[src/rtl/main_memory_burst_if.sv]
// Request/response bus between a requester and the burst-capable main memory.
`timescale 1ns/1ps
interface main_memory_burst_if #(
  parameter int unsigned ADDR_W = 32,
  parameter int unsigned DATA_W = 8
);
  logic              req_valid;
  logic              req_ready;
  logic              req_write;
  logic              req_burst;
  logic [ADDR_W-1:0] req_addr;
  logic [DATA_W-1:0] req_wdata;
  logic              resp_valid;
  logic              resp_ready;
  logic [DATA_W-1:0] resp_rdata;
  logic              resp_last;

  modport master (
    output req_valid, req_write, req_burst, req_addr, req_wdata, resp_ready,
    input  req_ready, resp_valid, resp_rdata, resp_last
  );

  modport slave (
    input  req_valid, req_write, req_burst, req_addr, req_wdata, resp_ready,
    output req_ready, resp_valid, resp_rdata, resp_last
  );
endinterface

[src/rtl/main_memory_burst.sv]
// Main memory model: self-initialising storage, fixed request latency,
// single-word reads/writes and critical-word-first wrapping burst reads.
`timescale 1ns/1ps
module main_memory_burst #(
  parameter int unsigned ADDR_W     = 32,
  parameter int unsigned DATA_W     = 8,
  parameter int unsigned DEPTH_LOG2 = 8,
  parameter int unsigned LINE_WORDS = 4,
  parameter int unsigned LATENCY    = 3
) (
  input  logic                clk,
  input  logic                rst_n,
  main_memory_burst_if.slave  bus,
  output logic                init_done
);
  localparam int unsigned DEPTH    = 1 << DEPTH_LOG2;
  localparam int unsigned LW_LOG2  = $clog2(LINE_WORDS);
  localparam int unsigned LAT_W    = $clog2(LATENCY + 1);
  localparam int unsigned LAT_LOAD = (LATENCY > 1) ? LATENCY - 2 : 0;
  localparam logic [DEPTH_LOG2-1:0] LINE_MASK = DEPTH_LOG2'(LINE_WORDS - 1);
  localparam logic [LW_LOG2-1:0]    LAST_BEAT = LW_LOG2'(LINE_WORDS - 1);

  typedef enum logic [1:0] {S_INIT, S_IDLE, S_WAIT, S_RESP} state_t;

  state_t                 state;
  logic [DATA_W-1:0]      mem [DEPTH];
  logic [DEPTH_LOG2-1:0]  init_cnt;
  logic [DEPTH_LOG2-1:0]  idx;
  logic [DEPTH_LOG2-1:0]  req_idx;
  logic [DEPTH_LOG2-1:0]  next_idx;
  logic [LAT_W-1:0]       lat_cnt;
  logic [LW_LOG2-1:0]     beat;
  logic [LW_LOG2-1:0]     beat_nxt;
  logic                   is_write;
  logic                   is_burst;
  logic                   accept;
  logic                   mem_we;
  logic [DEPTH_LOG2-1:0]  mem_wa;
  logic [DATA_W-1:0]      mem_wd;

  assign req_idx = bus.req_addr[DEPTH_LOG2-1:0];
  assign accept  = (state == S_IDLE) && bus.req_valid && bus.req_ready;

  // Next beat stays inside the aligned line: keep upper bits, wrap the offset.
  always_comb begin
    beat_nxt = beat + LW_LOG2'(1);
    next_idx = (idx & ~LINE_MASK) | ((idx + DEPTH_LOG2'(beat_nxt)) & LINE_MASK);
  end

  always_comb begin
    mem_we = 1'b0;
    mem_wa = '0;
    mem_wd = '0;
    if (state == S_INIT) begin
      mem_we = 1'b1;
      mem_wa = init_cnt;
      mem_wd = DATA_W'(init_cnt);
    end else if (accept && bus.req_write) begin
      mem_we = 1'b1;
      mem_wa = req_idx;
      mem_wd = bus.req_wdata;
    end
  end

  always_ff @(posedge clk) begin
    if (mem_we) mem[mem_wa] <= mem_wd;
  end

  always_ff @(posedge clk or negedge rst_n) begin
    if (!rst_n) begin
      state          <= S_INIT;
      init_cnt       <= '0;
      init_done      <= 1'b0;
      idx            <= '0;
      lat_cnt        <= '0;
      beat           <= '0;
      is_write       <= 1'b0;
      is_burst       <= 1'b0;
      bus.req_ready  <= 1'b0;
      bus.resp_valid <= 1'b0;
      bus.resp_last  <= 1'b0;
      bus.resp_rdata <= '0;
    end else begin
      case (state)
        S_INIT: begin
          init_cnt <= init_cnt + DEPTH_LOG2'(1);
          if (init_cnt == '1) begin
            state         <= S_IDLE;
            init_done     <= 1'b1;
            bus.req_ready <= 1'b1;
          end
        end
        S_IDLE: begin
          if (accept) begin
            bus.req_ready <= 1'b0;
            is_write      <= bus.req_write;
            is_burst      <= bus.req_burst & ~bus.req_write;
            idx           <= req_idx;
            beat          <= '0;
            // A one-cycle latency leaves no room for WAIT: present beat 0 directly.
            if (LATENCY == 1) begin
              state          <= S_RESP;
              bus.resp_valid <= 1'b1;
              bus.resp_rdata <= bus.req_write ? '0 : mem[req_idx];
              bus.resp_last  <= bus.req_write | ~bus.req_burst;
            end else begin
              state   <= S_WAIT;
              lat_cnt <= LAT_W'(LAT_LOAD);
            end
          end
        end
        S_WAIT: begin
          if (lat_cnt == '0) begin
            state          <= S_RESP;
            bus.resp_valid <= 1'b1;
            bus.resp_rdata <= is_write ? '0 : mem[idx];
            bus.resp_last  <= ~is_burst;
          end else begin
            lat_cnt <= lat_cnt - LAT_W'(1);
          end
        end
        S_RESP: begin
          if (bus.resp_ready) begin
            if (bus.resp_last) begin
              state          <= S_IDLE;
              bus.resp_valid <= 1'b0;
              bus.resp_last  <= 1'b0;
              bus.resp_rdata <= '0;
              bus.req_ready  <= 1'b1;
              beat           <= '0;
            end else begin
              beat           <= beat_nxt;
              bus.resp_rdata <= mem[next_idx];
              bus.resp_last  <= (beat_nxt == LAST_BEAT);
            end
          end
        end
        default: state <= S_INIT;
      endcase
    end
  end
endmodule

[src/flat_wrapper.sv]
// flat-port wrapper written by rule: the top's interface ports become plain ports
module main_memory_burst_flat 
#(
  parameter int unsigned ADDR_W     = 32,
  parameter int unsigned DATA_W     = 8,
  parameter int unsigned DEPTH_LOG2 = 8,
  parameter int unsigned LINE_WORDS = 4,
  parameter int unsigned LATENCY    = 3
)
  (clk, rst_n, init_done, bus_req_valid, bus_req_write, bus_req_burst, bus_req_addr, bus_req_wdata, bus_resp_ready, bus_req_ready, bus_resp_valid, bus_resp_rdata, bus_resp_last);
  main_memory_burst_if #(.ADDR_W(ADDR_W), .DATA_W(DATA_W)) bus_i ();
  input  logic clk;
  input  logic rst_n;
  output logic init_done;
  input wire logic [$bits(bus_i.req_valid)-1:0] bus_req_valid;
  input wire logic [$bits(bus_i.req_write)-1:0] bus_req_write;
  input wire logic [$bits(bus_i.req_burst)-1:0] bus_req_burst;
  input wire logic [$bits(bus_i.req_addr)-1:0] bus_req_addr;
  input wire logic [$bits(bus_i.req_wdata)-1:0] bus_req_wdata;
  input wire logic [$bits(bus_i.resp_ready)-1:0] bus_resp_ready;
  output wire logic [$bits(bus_i.req_ready)-1:0] bus_req_ready;
  output wire logic [$bits(bus_i.resp_valid)-1:0] bus_resp_valid;
  output wire logic [$bits(bus_i.resp_rdata)-1:0] bus_resp_rdata;
  output wire logic [$bits(bus_i.resp_last)-1:0] bus_resp_last;
  assign bus_i.req_valid = bus_req_valid;
  assign bus_i.req_write = bus_req_write;
  assign bus_i.req_burst = bus_req_burst;
  assign bus_i.req_addr = bus_req_addr;
  assign bus_i.req_wdata = bus_req_wdata;
  assign bus_i.resp_ready = bus_resp_ready;
  assign bus_req_ready = bus_i.req_ready;
  assign bus_resp_valid = bus_i.resp_valid;
  assign bus_resp_rdata = bus_i.resp_rdata;
  assign bus_resp_last = bus_i.resp_last;
  main_memory_burst #(.ADDR_W(ADDR_W), .DATA_W(DATA_W), .DEPTH_LOG2(DEPTH_LOG2), .LINE_WORDS(LINE_WORDS), .LATENCY(LATENCY)) u_core (.clk(clk), .rst_n(rst_n), .bus(bus_i), .init_done(init_done));
endmodule
[config.mk]
export PLATFORM = sky130hd
export DESIGN_NAME = main_memory_burst_flat
export DESIGN_NICKNAME = d
export VERILOG_FILES = /design/src/rtl/main_memory_burst_if.sv /design/src/rtl/main_memory_burst.sv /design/src/flat_wrapper.sv
export SDC_FILE = /design/constraint.sdc
export NUM_CORES = 2
export LEC_CHECK = 0
export BUFFER_PORTS_ARGS = -buffer_cell sky130_fd_sc_hd__buf_2
export CAP_MARGIN = 20
export CELL_PAD_IN_SITES_DETAIL_PLACEMENT = 0
export CELL_PAD_IN_SITES_GLOBAL_PLACEMENT = 2
export CORE_UTILIZATION = 51
export DETAILED_ROUTE_END_ITERATION = 8
export PLACE_DENSITY = 0.84
export SLEW_MARGIN = 30
export SYNTH_ARGS = -nofsm -noshare
export SYNTH_HDL_FRONTEND = slang
export SYNTH_SLANG_ARGS = --single-unit
export TNS_END_PERCENT = 100
[constraint.sdc]
create_clock -name clk -period 35 [get_ports clk]
set_input_delay 3.5 -clock clk [delete_from_list [all_inputs] [get_ports clk]]
set_output_delay 3.5 -clock clk [all_outputs]
set_load 0.02 [all_outputs]
======== Word level (Yosys, flattened, before mapping) ========
Memory sizes are Yosys's and may differ from the RTL's.
Index checks and enable logic that the tools add are counted.
storage, ports and cells
  memory bits (writable) .................. 2048
  output and inout bits ................... 12
  logic and storage cells ................. 88
  memories ................................ 1
  bits of input ports ..................... 46
  bits in registers ....................... 36
memory list
  name        depth  bits a word  read ports  clocked after Yosys merged registers in  wr ports  line                     RTL
  u_core.mem  256    8            2           0                                        1         main_memory_burst.sv:26  logic [DATA_W-1:0] mem [DEPTH];
cells by class
  reductions and logical operators ........ 17
  $add $sub $neg .......................... 4
  bitwise operators ....................... 4
  eq/ne operators ......................... 11
  muxes and demuxes ....................... 39
operators by type and width
  operator               count
  $mux W8                8
  $mux W2                10
  $pmux W8 S2            1
  $mux W1                14
  $reduce_and A5 Y1      2
  $reduce_and A3 Y1      3
  $add A8 B1 Y8 const B  1
  $eq A8 B8 Y1 const B   1
  $or A8 B2 Y8           1
  $pmux W2 S2            2
  $pmux W2 S4            1
  $eq A2 B2 Y1 const B   3
  $ne A2 B1 Y1 const B   3
  $ne A2 B2 Y1 const B   3
  $reduce_bool A2 Y1     3
  $logic_not A2 Y1       2
  $pmux W1 S2            2
  $reduce_and A2 Y1      2
  $reduce_and A4 Y1      1
  $logic_and A1 B1 Y1    3
  $pmux W1 S3            1
  $reduce_bool A3 Y1     1
  $add A2 B1 Y2 const B  1
  $add A2 B2 Y2          1
  4 further kinds        5

======== Depth between registers and ports, before layout ========
  word-level depth ........................ 8
  depth in mapped cells ................... 16
  mapped depth without buffers ............ 11

======== Worst setup path after synthesis ========
No wires, ideal clock.
  kind .................................... register to register
  start ................................... reg u_core.state[0]
  end ..................................... mem u_core.mem[0][6] (data pin)
  library setup time ...................... 2.187 ns
  path buffers ............................ 1
  data arrival time ....................... 10.841 ns
  stages on the path, launching flop included .. 6
  required time ........................... 32.813 ns
  path slack .............................. 21.972 ns
  period minus slack after synthesis ...... 13.028 ns
  path through ............................ dfrtp_1 -> inv_1 -> ha_1 -> clkbuf_1 -> inv_1 -> o21ai_0
on the way
  word-level cells in the longest chain between the ends .. 6
  elaborated cells between the ends (all ways) .. 7
  those cells by class .................... 1 x eq/ne; 2 x mux; 4 x reduce/logical
ends and longest elaborated chain
  item                               line                      RTL
  from (decl)                        main_memory_burst.sv:25   state_t state;
  from (signal assigned)             main_memory_burst.sv:71   state <= S_INIT;
  from (signal assigned)             main_memory_burst.sv:88   state <= S_IDLE;
  from (signal assigned)             main_memory_burst.sv:102  state <= S_RESP;
  $eq A2 B1 Y1                       main_memory_burst.sv:42   assign accept = (state == S_IDLE) && bus.req_valid && bus.req_ready;
  $logic_and A1 B1 Y1 (2 in series)  main_memory_burst.sv:42
  $logic_and A1 B1 Y1                main_memory_burst.sv:58   end else if (accept && bus.req_write) begin
  $mux W8                            main_memory_burst.sv:58
  $mux W8 (*)                        main_memory_burst.sv:54   if (state == S_INIT) begin
  via u_core.mem_wd[6]               main_memory_burst.sv:39   logic [DATA_W-1:0] mem_wd;
  to (decl)                          main_memory_burst.sv:26
The timed path passes the listed nets; every way through them passes the cells marked *.

======== Worst setup path after layout ========
  start ................................... reg u_core.idx[0]
  end ..................................... reg u_core.bus.resp_rdata[7]
on the way
  word-level cells in the longest chain between the ends .. 6
  elaborated cells between the ends (all ways) .. 8
  those cells by class .................... 1 x add/sub; 5 x mux; 1 x bitwise; 1 x memory
ends and longest elaborated chain
  item                    line                        RTL
  from (decl)             main_memory_burst.sv:28     logic [DEPTH_LOG2-1:0] idx;
  from (signal assigned)  main_memory_burst.sv:98     idx <= req_idx;
  $add A2 B2 Y2           main_memory_burst.sv:47     next_idx = (idx & ~LINE_MASK) | ((idx + DEPTH_LOG2'(beat_nxt)) & LINE_MASK);
  $or A8 B2 Y8            main_memory_burst.sv:47
  $mem_v2 Z256 W8 (*)     -
  $mux W8                 main_memory_burst.sv:124    if (bus.resp_last) begin
  $mux W8                 main_memory_burst.sv:123    if (bus.resp_ready) begin
  $pmux W8 S2 (*)         main_memory_burst.sv:84     case (state)
  to (signal assigned)    main_memory_burst.sv:104    bus.resp_rdata <= bus.req_write ? '0 : mem[req_idx];
  to (signal assigned)    main_memory_burst.sv:116    bus.resp_rdata <= is_write ? '0 : mem[idx];
  to (signal assigned)    main_memory_burst.sv:133    bus.resp_rdata <= mem[next_idx];
  to (decl)               main_memory_burst_if.sv:25  output req_ready, resp_valid, resp_rdata, resp_last
Every way passes the cells marked *; elsewhere a longest branch is shown, timed or not. The select of a mux whose other input is x is not followed.
A chain may end at the register's enable or synchronous reset.

==> flow_summary.json <==
{
  "post-cts-setup-buffer-count": 0,
  "critical_path.startpoint_type": "flip-flop",
  "avgSynthCellArea_um2": 14.11,
  "place.gp.congestion": 0.9703,
  "async_reset_ff_share_pct": 1.727,
  "grt_pass1_wl_um": 533500,
  "yosysWarnings": 0,
  "area_growth_pct": 9.726,
  "wl_um": 389000,
  "die-area_um2": 198600,
  "initial_core_util_pct": 51.42,
  "min_to": "u_core.is_burst",
  "status": "completed",
  "grt_use_total_pct": 38.92,
  "final_cell_mix": "edfxtp_1, nand2_1, mux4_2",
  "cts_hold_buffers": 0,
  "rsz0062_at_grt": "no",
  "netlist_top_cells_area": "edfxtp_1, mux4_2, nand2_1, nand3_1, mux2i_1",
  "whs_ns": 0.4966,
  "setup_viol": 0,
  "fin_nets": 7025,
  "slew_viol_final": 0,
  "critPathKind": "flip-flop to flip-flop",
  "slew-limit-headroom_pct": 17.55,
  "clk-insertion-delay-late_ns": 0.89,
  "io_pins": 58,
  "dp.cells": 9380,
  "drive_gt1_share_pct": 19.45,
  "wl_per_cell_um": 39.73,
  "clk_pin_slew_ns": 0.06,
  "hold_start": "u_core.is_burst",
  "yosys.area.top_type": "edfxtp_1",
  "clk_path_buf_depth": 3,
  "synth_edf_count": 2048,
  "worstMarginPinSlew_ns": 1.229,
  "dr_total_vias": 71400,
  "timing.fmax_ghz": 0.1426,
  "multi_input_area_um2": 35470,
  "cts_tree": "done",
  "drc_errors": 0,
  "synth_top_area_share_pct": 61.28,
  "synth_cells": 7115,
  "cp.required_ns": 35.78,
  "grt_max_degree": 241,
  "peakVddDrop_v": 0.0001245,
  "power_leakage_nw": 35.47,
  "dp_hpwl_um": 241200,
  "synth_ff_type": "edfxtp_1",
  "end_kind": "flip-flop",
  "hold_path.class": "flip-flop to flip-flop",
  "fin_crit_ns": 7.014,
  "skew_ns": 0.03555,
  "seq_area_um2": 62420,
  "path_max_fanout": 40,
  "first_pass_iters": 6,
  "fill_cells": 15430,
  "synthesis.area_um2": 100400,
  "die_y_um": 445.6,
  "hold_viol_final": 0,
  "drtIter0Drc": 12030,
  "cts_root_buf": "clkbuf_16",
  "cts_max_level": 4,
  "cts_sinks": 2084,
  "fin_crit_sh_pct": 20.04,
  "row_count": 162,
  "io_buffers": 33,
  "drv_cap": 0,
  "antenna_found_initial": 26,
  "hold_depth": 2,
  "syn_nets": 7169,
  "r2r-start": "u_core.idx[0]",
  "die_x_um": 445.6,
  "drtAntennaViolNets": 0,
  "powerDensity_nw_per_um2": 106.7,
  "cts_resized": 0,
  "rr_endpoint": "u_core.bus.resp_rdata[7]",
  "cts_made_buffers": 212,
  "grt_pass1_vias": 66900,
  "synth-seq-cells": 2084,
  "stdcell_count": 9791,
  "viasPerCell": 7.293,
  "reg2regPathDepth": 12,
  "core-area_um2": 195200,
  "reg2reg_slack_ns": 27.99,
  "final_common_cell": "edfxtp_1",
  "timing.setup.tns_ns": 0,
  "synthDistinctLibCells": 77,
  "grt_overflow_total": 0,
  "seq_area_frac_synth_pct": 62.18,
  "cp_data_arrival_time_ns": 7.79
}
==> metal layers <==
metal	vias up	GRT usage (%)	part of all wire, %
met5	-	0.1954	0.029
met2	6016	56.08	43
met4	18	25.53	7.6
met3	1204	12.98	15
li1	27900	-	-
met1	36260	50.40	35
==> registers in the layout (all words and copies together) (netlist names), 2 cells and up <==
name and cells:
u_core.mem 2048, u_core.idx 8, u_core.bus.resp_rdata 8, u_core.beat 2, u_core.init_cnt 8, u_core.state 2, u_core.lat_cnt 2
==> how the worst max path moves through the flow <==
stage / from / to / slack (ns) / cells after the start
5_1_grt: u_core.idx[0] / u_core.bus.resp_rdata[7] / 27.58 / 12
4_1_cts: u_core.idx[0] / u_core.bus.resp_rdata[7] / 28.06 / 12
6_report: u_core.idx[0] / u_core.bus.resp_rdata[7] / 27.99 / 12
2_1_floorplan: u_core.state[0] / u_core.mem[0][6] / 21.97 / 5
3_3_place_gp: bus_req_write / u_core.mem[130][7] / 27.59 / 8
3_5_place_dp: bus_req_write / u_core.mem[143][4] / 27.59 / 8
==> Yosys cell counts (29+ instances only) <==
cell	count
a21oi_1	94
a311oi_1	29
a31oi_1	152
a32oi_1	116
and3_1	42
buf_1	42
buf_2	214
buf_4	104
clkbuf_1	201
dfrtp_1	36
edfxtp_1	2048
mux2i_1	201
mux4_2	653
nand2_1	1464
nand3_1	405
nand4_1	121
nor2_1	385
nor3_1	86
nor4_1	36
o21ai_0	139
o221ai_1	38
o22ai_1	90
==> where the power goes <==
group	internal, mW	switching, mW
Sequential	2.96	0.0950
Clock	1.30	1.00
Combinational	1.86	4.52
==> cell families after synthesis <==
logic type,Yosys count,share of synthesized area [%]
flip-flops,2084,62.18
adder cells (fa/ha/maj),8,0.09974
AO/OA/AOI/OAI,912,6.434
AND/OR/NAND/NOR,2614,11.11
multiplexers,880,16.95
XOR/XNOR,11,0.1459
buffers and inverters,606,3.087
==> stage by stage <==
stage                     area, um^2  setup slack (ns)  power, mW  utilization, %
after floorplan               100400             21.97      7.001               -
after global placement        102700             27.59      9.197           52.62
after detailed placement      102900             27.59      9.225           52.73
after CTS                     109900             28.06      11.49           56.28
after global routing          110100             27.58      11.96           56.39
final                         110100             27.99      11.75           56.42
==> cell type report <==
class,count,area share [%]
multi-input cells,4425,32.21
diodes,22,0.04999
clock buffers,258,5.048
clock inverters,130,1.249
inverters,23,0.08976
flip-flops and latches,2084,56.68
repair buffers,225,1.691
well taps,2624,2.981
==> worst max-delay path, stage by stage (launching register included) <==
cell,delay (ns)
dfrtp_4,0.73
buf_4,0.61
buf_4,0.78
buf_4,0.74
buf_4,0.66
buf_4,0.63
mux4_2,0.57
mux2_2,0.28
o221ai_1,0.18
o22ai_1,0.17
o21ai_0,0.81
nand3_1,0.16
o32a_1,0.38
Power figures use the tool's default switching activity.
